==> src/rtl/march_bist.sv <==
// march_bist: March C- memory BIST engine over a single-port synchronous RAM,
// running up to four data backgrounds with first-fail logging and stop-on-fail.
module march_bist #(
  parameter int DTA_SIZE = 8,
  parameter int ADR_SIZE = 4,
  parameter int NUM_BG   = 2,
  parameter int FCNT_W   = 8
) (
  input  logic                clk,
  input  logic                rst,
  input  logic                start,
  input  logic                stop_on_fail,
  input  logic [DTA_SIZE-1:0] mem_rdata,
  output logic [ADR_SIZE-1:0] mem_addr,
  output logic [DTA_SIZE-1:0] mem_wdata,
  output logic                mem_we,
  output logic                mem_re,
  output logic                busy,
  output logic                done,
  output logic                status,
  output logic [ADR_SIZE-1:0] fail_addr,
  output logic [2:0]          fail_elem,
  output logic [1:0]          fail_bg,
  output logic [FCNT_W-1:0]   fail_cnt
);
  typedef enum logic [1:0] {S_IDLE, S_RUN, S_FLUSH, S_DONE} state_t;
  localparam logic [1:0] BG_LAST = 2'(NUM_BG - 1);
  state_t r_state, w_state_nxt;
  logic [ADR_SIZE-1:0] r_cnt, r_cmp_addr, w_addr;
  logic [2:0] r_elem, r_cmp_elem;
  logic [1:0] r_bg, r_cmp_bg;
  logic r_op, r_sof, r_cmp_v;
  logic [DTA_SIZE-1:0] r_cmp_exp, w_pat;
  logic w_rd, w_wpol, w_rpol, w_last_op, w_end, w_mis, w_abort, w_issue, w_start;

  // bg0 is all zeros; bg k>0 repeats 2^(k-1) ones then 2^(k-1) zeros from bit0
  function automatic logic [DTA_SIZE-1:0] bg_pat(input logic [1:0] k);
    int kk;
    bg_pat = '0;
    kk = int'(k);
    for (int i = 0; i < DTA_SIZE; i++)
      bg_pat[i] = (kk != 0) && (((i >> (kk - 1)) & 1) == 0);
  endfunction

  always_comb begin
    w_pat       = bg_pat(r_bg);
    w_rd        = (r_elem != 3'd0) && !r_op;
    w_wpol      = (r_elem == 3'd1) || (r_elem == 3'd3);
    w_rpol      = (r_elem == 3'd2) || (r_elem == 3'd4);
    w_last_op   = (r_elem == 3'd0) || (r_elem == 3'd5) || r_op;
    w_end       = w_last_op && (&r_cnt) && (r_elem == 3'd5) && (r_bg == BG_LAST);
    w_addr      = (r_elem >= 3'd3) ? ~r_cnt : r_cnt;
    w_mis       = r_cmp_v && (mem_rdata != r_cmp_exp);
    w_abort     = r_sof && w_mis;
    w_issue     = (r_state == S_RUN) && !w_abort;
    w_start     = start && ((r_state == S_IDLE) || (r_state == S_DONE));
    w_state_nxt = w_start                           ? S_RUN   :
                  (r_state == S_RUN && w_abort)     ? S_DONE  :
                  (w_issue && w_end)                ? S_FLUSH :
                  (r_state == S_FLUSH)              ? S_DONE  : r_state;
  end

  always_ff @(posedge clk or negedge rst)
    if (!rst) r_state <= S_IDLE;
    else      r_state <= w_state_nxt;

  // Counters only advance on an issued op, so address/data hold once the run ends
  always_ff @(posedge clk or negedge rst)
    if (!rst) begin
      r_cnt  <= '0;
      r_elem <= '0;
      r_bg   <= '0;
      r_op   <= 1'b0;
      r_sof  <= 1'b0;
    end else if (w_start) begin
      r_cnt  <= '0;
      r_elem <= '0;
      r_bg   <= '0;
      r_op   <= 1'b0;
      r_sof  <= stop_on_fail;
    end else if (w_issue && !w_end) begin
      r_op <= !w_last_op;
      if (w_last_op) begin
        r_cnt <= r_cnt + 1'b1;
        if (&r_cnt) begin
          r_elem <= (r_elem == 3'd5) ? 3'd0 : r_elem + 3'd1;
          if (r_elem == 3'd5) r_bg <= r_bg + 2'd1;
        end
      end
    end

  always_ff @(posedge clk or negedge rst)
    if (!rst) begin
      r_cmp_v    <= 1'b0;
      r_cmp_exp  <= '0;
      r_cmp_addr <= '0;
      r_cmp_elem <= '0;
      r_cmp_bg   <= '0;
    end else begin
      r_cmp_v    <= w_issue && w_rd;
      r_cmp_exp  <= w_pat ^ {DTA_SIZE{w_rpol}};
      r_cmp_addr <= w_addr;
      r_cmp_elem <= r_elem;
      r_cmp_bg   <= r_bg;
    end

  always_ff @(posedge clk or negedge rst)
    if (!rst) begin
      fail_cnt  <= '0;
      fail_addr <= '0;
      fail_elem <= '0;
      fail_bg   <= '0;
    end else if (w_start) begin
      fail_cnt  <= '0;
      fail_addr <= '0;
      fail_elem <= '0;
      fail_bg   <= '0;
    end else if (w_mis) begin
      if (!(&fail_cnt)) fail_cnt <= fail_cnt + 1'b1;
      if (fail_cnt == '0) begin
        fail_addr <= r_cmp_addr;
        fail_elem <= r_cmp_elem;
        fail_bg   <= r_cmp_bg;
      end
    end

  assign mem_addr  = w_addr;
  assign mem_wdata = w_pat ^ {DTA_SIZE{w_wpol}};
  assign mem_we    = w_issue && !w_rd;
  assign mem_re    = w_issue && w_rd;
  assign busy      = (r_state == S_RUN) || (r_state == S_FLUSH);
  assign done      = r_state == S_DONE;
  assign status    = done && (fail_cnt == '0);
endmodule

==> config.mk <==
export PLATFORM = sky130hd
export DESIGN_NAME = march_bist
export DESIGN_NICKNAME = d
export VERILOG_FILES = /design/src/rtl/march_bist.sv
export SDC_FILE = /design/constraint.sdc
export NUM_CORES = 1
export LEC_CHECK = 0
export BUFFER_PORTS_ARGS = -buffer_cell sky130_fd_sc_hd__clkbuf_2
export CORE_MARGIN = 3
export CORE_UTILIZATION = 40
export DETAILED_ROUTE_END_ITERATION = 6
export GPL_TIMING_DRIVEN = 0
export SLEW_MARGIN = 30
export SYNTH_ARGS = -nofsm -noshare
export SYNTH_HDL_FRONTEND = slang
export SYNTH_SLANG_ARGS = --single-unit
==> constraint.sdc <==
create_clock -name clk -period 2.3 [get_ports clk]
set_input_delay 0.23 -clock clk [delete_from_list [all_inputs] [get_ports clk]]
set_output_delay 0.23 -clock clk [all_outputs]
set_load 0.02 [all_outputs]
**Word level (Yosys, flattened, before mapping)**

Index checks and enable logic that the tools add are counted.

- Register bits after elaboration: 48
- Bits of input ports: 12
- Output and inout bits: 34
- Logic and storage cells: 135

- Add/subtract/negate cells: 5
- $lt $le $gt $ge: 1
- Equality and inequality tests: 11
- Shift-type cells: 8
- Multiplexer cells: 32
- Bitwise logic cells: 3
- Reduce and logical (&&, ||, !) cells: 60

Operators with widths:

| operator | count |
|---|---|
| logical NOT 32 bit | 8 |
| right shift 3 x 32 -> 1 bit, first input constant | 4 |
| right shift 1 x 32 -> 1 bit, first input constant | 2 |
| right shift 2 x 32 -> 1 bit, first input constant | 2 |
| 2-to-1 mux 4 bit | 7 |
| 2-to-1 mux 2 bit | 12 |
| 2-to-1 mux 3 bit | 8 |
| 2-to-1 mux 8 bit | 3 |
| logical AND 1 bit | 22 |
| bitwise XOR 8 bit | 2 |
| nonzero test 2 bit | 7 |
| adder 8 x 1 -> 8 bit, second input constant | 1 |
| logical NOT 8 bit | 1 |
| != test 8 bit | 1 |
| AND reduction 4 bit | 2 |
| AND reduction 8 bit | 1 |
| equality test 3 x 2 -> 1 bit, second input constant | 2 |
| equality test 3 bit, second input constant | 2 |
| logical OR 1 bit | 6 |
| AND reduction 2 bit | 3 |
| logical NOT 1 bit | 5 |
| adder 4 x 1 -> 4 bit, second input constant | 1 |
| equality test 2 x 1 -> 1 bit, second input constant | 2 |
| equality test 2 bit, second input constant | 2 |
| 13 further kinds | 14 |

**Depth between registers and ports, before layout**

Gate-level depths: netlist of the first run.

- Depth in word-level cells: 10
- Gate-level depth with buffers: 8
- Depth with buffers taken out: 7

**Worst setup path after synthesis of the first run**

Ideal clock, no wire load.

- Kind: reg2out
- From: reg r_cmp_exp[1]
- To: out mem_re
- Arrival time: 1.691 ns
- Required time: 2.070 ns
- Path slack: 0.379 ns
- Cell stages (with the launch flop): 6
- Path buffers: 0
- Cells stage by stage: dfrtp_1 -> xnor2_1 -> nand4_2 -> o21ai_2 -> nand2_1 -> nor3_1

- Word-level cells in the longest chain between the ends: 6

Ends and longest elaborated chain:

| element | RTL line | text |
|---|---|---|
| start: declaration | 33 | `logic [DTA_SIZE-1:0] r_cmp_exp, w_pat;` |
| start signal: assignment | 101 | `r_cmp_exp <= w_pat ^ {DTA_SIZE{w_rpol}};` |
| != test 8 bit | 53 | `w_mis = r_cmp_v && (mem_rdata != r_cmp_exp);` |
| logical AND 1 bit | 53 |  |
| logical AND 1 bit | 54 | `w_abort = r_sof && w_mis;` |
| logical NOT 1 bit | 55 | `w_issue = (r_state == S_RUN) && !w_abort;` |
| logical AND 1 bit | 55 |  |
| logical AND 1 bit | 130 | `assign mem_re = w_issue && w_rd;` |
| end: declaration | 17 | `output logic mem_re,` |

Every way passes these cells.

**Worst setup path after layout of the first run**

- From: reg fail_cnt[0]
- To: out status

- Word-level cells in the longest chain between the ends: 2

Ends and longest elaborated chain:

| element | RTL line | text |
|---|---|---|
| start: declaration | 24 | `output logic [FCNT_W-1:0] fail_cnt` |
| start signal: assignment | 119 | `if (!(&fail_cnt)) fail_cnt <= fail_cnt + 1'b1;` |
| logical NOT 8 bit | 133 | `assign status = done && (fail_cnt == '0);` |
| logical AND 1 bit | 133 |  |
| end: declaration | 20 | `output logic status,` |

Every way passes these cells.

==> summary.txt, run 1 <==
CTS
  • Longest Clk Path Bufs: 2
  • Num CTS Buffers: 5
  • Worst-Skew Late Latency: 310 ps
  • Clock Sinks: 48
  • CTS root buffer: clkbuf_8
  • CTS Hold Bufs: 0
  • Clock transition at the registers of the reported paths: 90 ps
  • CTS tree: yes
  • H-tree depth: 2

STA
  • Setup WS post-layout: 50.2 ps
  • Relative slew slack: 0.560
  • Tcrit/Tclk final: 0.978
  • Min Clock Period, post-route: 2250 ps
  • Endpoints failing setup: 0
  • Max Clock Skew: 5.85 ps
  • F_max: 444 MHz
  • Final Hold Viols: 48
  • Hold_ws: -41.7 ps
  • Slew @ Worst Pin: 657 ps
  • Slew Limit Fails: 0

Global routing
  • Largest net degree at the start of global routing: 49
  • First-pass GRT wire length: 8.79 mm
  • Gr ovfl total: 0
  • Vias in the first global route: 1,823
  • GR Util All Layers: 0.154
  • Initial antenna violation count: 0

Cells and area
  • Number of diodes: 0
  • Nets: 315
  • Finished Layout Cells: 367
  • Area delta synth->final: 21.8%
  • Layout cells sized above 1: 0.288
  • Fill cells: 563

Logic synthesis
  • Yosys Warn Count: 0
  • Sequential area share after synthesis: 0.482
  • Compound-cell area share of the yosys netlist: 0.0960
  • Top-area cell type share of the netlist area: 0.482
  • Syn Nets: 257
  • Post-synthesis xor/xnor area fraction: 0.106
  • Synth top cells by count: dfrtp_1, xnor2_1, nor2_1
  • Adder-cell area share of the yosys netlist: 0.0603
  • Area contributors post-synth: dfrtp_1, xnor2_1, ha_1
  • Mux cell area share after synthesis: 0.0402
  • Synth Flop Type: dfrtp_1
  • Yosys cell types: 42
  • Syn avg cell area: 10.7 µm²
  • Mapped Area: 2490 µm²
  • Syn Inst Count: 233
  • Synth async-reset ratio: 1.00
  • Number of flops mapped to enable cells by yosys: 0
  • Most numerous cell in the Yosys netlist: dfrtp_1
  • Seq cells post-synth: 48
  • Simple-gate share of the synthesized area: 0.177
  • Largest family of logic cells by synthesized area: simple AND/OR/NAND/NOR gates
  • Yosys top cell by area: dfrtp_1

Route
  • WL/cell: 14.2 µm
  • Drt total wl: 5.20 mm
  • Post-route ant nets: 0
  • DRT iter0 DRCs: 53
  • Via count: 1,896
  • # DRC: 0
  • Initial DRT Pass Iterations: 4
  • Vias per inst: 5.17

Power
  • Cell Pwr Density: 997 nW/µm²
  • Peak supply drop: 0.430 mV
  • Total chip power: 3.02 mW
  • Leak: 1.56 nW

Critical path
  • Worst setup EP type: primary output
  • CP Max Fanout: 2
  • Worst Path Required: 2070 ps
  • Startpoint types: flop
  • Critical path class: reg -> out
  • WP data arrival: 2020 ps

Floorplanning
  • Top-level I/O count: 46
  • Die height: 84.9 µm
  • DIE WIDTH: 84.9 µm
  • Core area: 5990 µm²
  • # rows: 28
  • Initial Utilization: 0.416
  • Die area: 7210 µm²

Run status
  • Status: complete, but fails checks
  • Failing checks: hold timing

Placed design
  • DPL Wire Length: 3.74 mm
  • Port Buf Inserts: 45
  • Cells after DPL: 353
  • Place WS: 29.2 ps
  • Final GP Congestion: 0.757

Min path
  • Hold crit path type: in -> async

Job
  • Max Cap Violations: 0
[final timing paths]
path                              startpoint            end  slack, ps  cells after the start
worst max-delay path             fail_cnt[0]         status         50                      6
worst min-delay path                     rst   fail_addr[1]        -40                      1
worst max register to register   fail_cnt[0]   fail_elem[1]        120                      9
worst min register to register     r_elem[0]  r_cmp_elem[0]        390                      0
max in group asynchronous                rst    fail_cnt[1]       1860                      1
min in group clk                stop_on_fail          r_sof        130                      3
[placed cells by master (no fill, tap or decap), types with 2 or more instances in the layout]
master,netlist,routed
and2_1,3,3
nand2_1,13,13
clkbuf_1,2,2
dfrtp_1,48,45
or3_1,8,8
o21ai_4,1,2
xnor2_1,22,22
ha_1,12,12
o22ai_1,2,2
and2_2,2,2
buf_6,2,2
o21a_1,2,2
o21ai_0,12,12
nor3_1,4,2
clkbuf_8,0,5
clkbuf_2,0,43
xor2_1,8,8
dfrtp_2,0,3
mux2i_1,10,10
and3_1,2,2
buf_4,2,8
nand4_2,2,2
nand3_1,6,6
and3_2,2,2
nor3b_1,2,2
nor2_1,17,17
inv_1,10,9
a21oi_1,14,14
o211ai_1,3,3
nand4_1,6,6
[area by class of cell]
class	count	area, µm²	share of cell area
tap	75	93.8	0.0310
inverter	10	37.5	0.0124
timing repair buffer	51	288	0.0949
clock inverter	3	46.3	0.0153
buffer	8	58.8	0.0194
multi-input combinational	167	1230	0.407
clock buffer	5	68.8	0.0227
sequential	48	1200	0.397
[metrics by stage]
stage	utilization	instance area, µm²	setup TNS [ps]
after floorplan	-	2490	0
after global placement	0.469	2810	0
after detailed placement	0.469	2810	0
after CTS	0.497	2980	0
after global routing	0.506	3030	-13.2
final	0.506	3030	0
[repair_timing]
| item | in CTS | in global routing |
|---|---|---|
| pin swaps | 2 | 3 |
| cloned | 0 | 0 |
| buffers inserted | 2 | 4 |
| setup endpoints to repair | 14 | 13 |
| resized for setup | 6 | 7 |
[logic make-up after synthesis]
logic type / Yosys count
mux: 10
compound gates: 39
xor+xnor: 30
fa+ha+maj: 12
flops: 48
buf+inv: 18
simple gates: 76
[worst max-delay path, stage by stage, from the launching register on]
cell and delay (ps):
dfrtp_2 430, inv_2 70, ha_1 140, or4b_4 470, nor4_4 290, and2_1 160
buf_4 130
[flip-flops by register name (all words and copies together) (netlist names)]
name	cells
fail_cnt	8
r_sof	1
r_cmp_exp	8
fail_addr	4
r_bg	2
r_elem	3
r_cmp_bg	2
fail_elem	3
r_cmp_addr	4
r_state	2
r_op	1
fail_bg	2
r_cnt	4
r_cmp_elem	3
r_cmp_v	1
[where the power goes]
group / total, mW / internal, mW / switching, mW
Sequential: 1.12 / 1.00 / 0.118
Clock: 0.629 / 0.328 / 0.301
Combinational: 1.27 / 0.523 / 0.748
Total: 3.02 / 1.86 / 1.17
[per-layer routing]
metal / share of wire / up-vias / GRT usage
li1: - / 930 / -
met1: 0.47 / 912 / 0.217
met2: 0.47 / 47 / 0.238
met3: 0.045 / 7 / 0.0320
met4: 0.017 / 0 / 0.0475
met5: 0 / - / 0
No activity file was read; power rests on OpenSTA's default activity.
==> inputs of run 2 (changes only) <==
--- a/config.mk
+++ b/config.mk
@@ -5,6 +5,7 @@
 export SDC_FILE = /design/constraint.sdc
 export NUM_CORES = 1
 export LEC_CHECK = 0
+export ABC_AREA = 1
 export BUFFER_PORTS_ARGS = -buffer_cell sky130_fd_sc_hd__clkbuf_2
 export CORE_MARGIN = 3
 export CORE_UTILIZATION = 40
==> summary.txt, run 2 <==
Run status
  • Status: complete, but fails checks
  • Failing checks: hold timing

STA
  • Relative slew slack: 0.557
  • Min Clock Period, post-route: 2090 ps
  • Slew Limit Fails: 0
  • Final Hold Viols: 21
  • Endpoints failing setup: 0
  • F_max: 478 MHz
  • Max Clock Skew: 7.47 ps
  • Tcrit/Tclk final: 0.909
  • Setup_tns: 0 ps
  • Slew @ Worst Pin: 665 ps
  • Hold_ws: -19.9 ps
  • RSZ-0062 raised after global routing: no

Route
  • DRT iter0 DRCs: 83
  • WL/cell: 11.9 µm
  • Drt total wl: 4.96 mm
  • Via count: 1,988
  • # DRC: 0
  • Vias per inst: 4.76
  • Initial DRT Pass Iterations: 4
  • Post-route ant nets: 0

Critical path
  • Startpoint types: flop
  • Top delay family on crit path: flip-flops
  • Critical path class: reg -> out
  • Crit-path cells: inv_1 > ha_1 > inv_1 > nand3_1 > xor2_1 > clkbuf_2
  • Worst r2r dst: r_cnt[3]
  • Crit path top cell by count: inv_1
  • Reg-to-reg critical path startpoint: r_bg[1]
  • CP Max Fanout: 6
  • Worst Path Required: 2070 ps
  • Worst setup EP type: primary output
  • Slowest-stage cell, CP: dfrtp_1
  • Max incr delay on CP: 470 ps
  • CP Buf/Inv Count: 3
  • R2R Setup Slk: 400 ps
  • WP data arrival: 1860 ps
  • R2R cell count: 9

Floorplanning
  • Top-level I/O count: 46
  • Core area: 5960 µm²
  • Die area: 7200 µm²
  • Die height: 84.9 µm
  • Initial Utilization: 0.418
  • DIE WIDTH: 84.9 µm
  • # rows: 28

Global routing
  • GR Util All Layers: 0.150
  • Largest net degree at the start of global routing: 49
  • Vias in the first global route: 1,876
  • First-pass GRT wire length: 8.69 mm
  • Initial antenna violation count: 0
  • Gr ovfl total: 0

CTS
  • Post-CTS Setup Bufs: 0
  • H-tree depth: 2
  • CTS tree: yes
  • CTS Hold Bufs: 0
  • Clock transition at the registers of the reported paths: 80 ps
  • Post-cts sizing count: 0
  • Clock Sinks: 48
  • Worst-Skew Late Latency: 300 ps
  • Longest Clk Path Bufs: 2
  • CTS root buffer: clkbuf_8
  • Num CTS Buffers: 5

Logic synthesis
  • Seq cells post-synth: 48
  • Area contributors post-synth: dfrtp_1, nand2_1, xor2_1
  • Synth Flop Type: dfrtp_1
  • Yosys Warn Count: 0
  • Mapped Area: 2490 µm²
  • Number of flops mapped to enable cells by yosys: 0
  • Most numerous cell in the Yosys netlist: nand2_1
  • Sequential area share after synthesis: 0.483
  • Top-area cell type share of the netlist area: 0.483
  • Synth async-reset ratio: 1.00
  • Yosys top cell by area: dfrtp_1
  • Syn Inst Count: 290
  • Syn Nets: 314
  • Synth top cells by count: nand2_1, dfrtp_1, inv_1
  • Syn avg cell area: 8.58 µm²
  • Yosys cell types: 27

Cells and area
  • Sequential Area: 1200 µm²
  • Number of diodes: 0
  • Nets: 366
  • Most frequent cells in the layout: nand2_1, dfrtp_1, clkbuf_2, inv_1
  • Layout cells sized above 1: 0.192
  • Area delta synth->final: 17.2%
  • Fill cells: 605
  • Commonest non-fill, non-tap cell in the layout: nand2_1
  • Design Area, Final: 2920 µm²
  • Footprint of the multi-input gates: 1090 µm²
  • Biggest regs: fail_cnt x8, r_cmp_exp x8

Power
  • Cell Pwr Density: 1430 nW/µm²
  • Seq pwr share: 0.334
  • Switching share of power: 0.470
  • Share of total power in the clock network: 0.141
  • Pint: 2.21 mW
  • Leak: 1.58 nW
  • Switching pwr: 1.96 mW
  • Peak supply drop: 0.464 mV
  • Logic pwr share: 0.525

Placed design
  • Final GP Congestion: 0.806
  • Placed inst area: 2810 µm²
  • Port Buf Inserts: 45
  • DPL Wire Length: 3.76 mm

Job
  • Max Cap Violations: 0

Min path
  • Hold crit path type: in -> async
run 2: cells by family (layout without fill, tap and decap cells):
family                     Yosys count  count (layout)  synth area share
AOI/OAI and AO/OA                   26              26            0.0573
xor gates and xnor gates            24              24            0.0845
adders and majority gates           12              12            0.0603
buffers and inverters               49             102            0.0804
DFF                                 48              48             0.483
and+or+nand+nor                    131             131             0.235
run 2: cell type report:
cell class,instances,area share
clock inverters,2,0.0120
repair buffers,45,0.0780
plain buffers,5,0.0120
multi-input cells,193,0.373
flip-flops and latches,48,0.412
inverters,44,0.0566
clock buffers,6,0.0249
well taps,75,0.0322
run 2: power by group through the flow:
stage	clock [mW]	combinational, mW	sequential, mW
after floorplan	0	1.48	1.47
after global placement	0	2.20	1.41
after detailed placement	0	2.22	1.41
after CTS	0.617	2.23	1.39
after global routing	0.649	2.47	1.44
final	0.590	2.19	1.39
run 2: how the worst max path moves through the flow:
stage | slack (ps) | from | depth (start not counted) | end
2_1_floorplan | 570 | r_elem[0] | 6 | mem_wdata[0]
3_3_place_gp | 370 | r_bg[1] | 9 | r_cnt[1]
3_5_place_dp | 380 | r_bg[1] | 9 | r_cnt[2]
4_1_cts | 200 | r_elem[2] | 6 | mem_addr[1]
5_1_grt | 70 | r_elem[2] | 6 | mem_addr[1]
6_report | 210 | r_elem[2] | 6 | mem_addr[2]
run 2: worst reg2reg max path, stage by stage (launching register included):
cell	delay [ps]
dfrtp_1	440
inv_1	120
ha_1	220
inv_1	60
nor3_1	290
inv_1	70
nand3_1	100
nand2_2	120
nand2_1	240
o21ai_0	120
run 2: routing by layer:
layer  vias up  routed length [µm]  track usage
met3         7                 177       0.0262
met5         -                   0            0
li1       1020                   -            -
met4         0                  95       0.0576
met2        38                2390        0.238
met1       923                2300        0.204
run 2: through the flow:
stage | power [mW] | util | hold slack (ps) | setup slack [ps] | instances
after floorplan | 2.95 | - | -65.6 | 566 | 290
after global placement | 3.60 | 0.471 | 436 | 374 | 410
after detailed placement | 3.64 | 0.472 | 335 | 380 | 410
after CTS | 4.24 | 0.490 | 6.91 | 197 | 418
after global routing | 4.56 | 0.490 | 33.9 | 69.8 | 418
final | 4.18 | 0.490 | -19.9 | 209 | 418
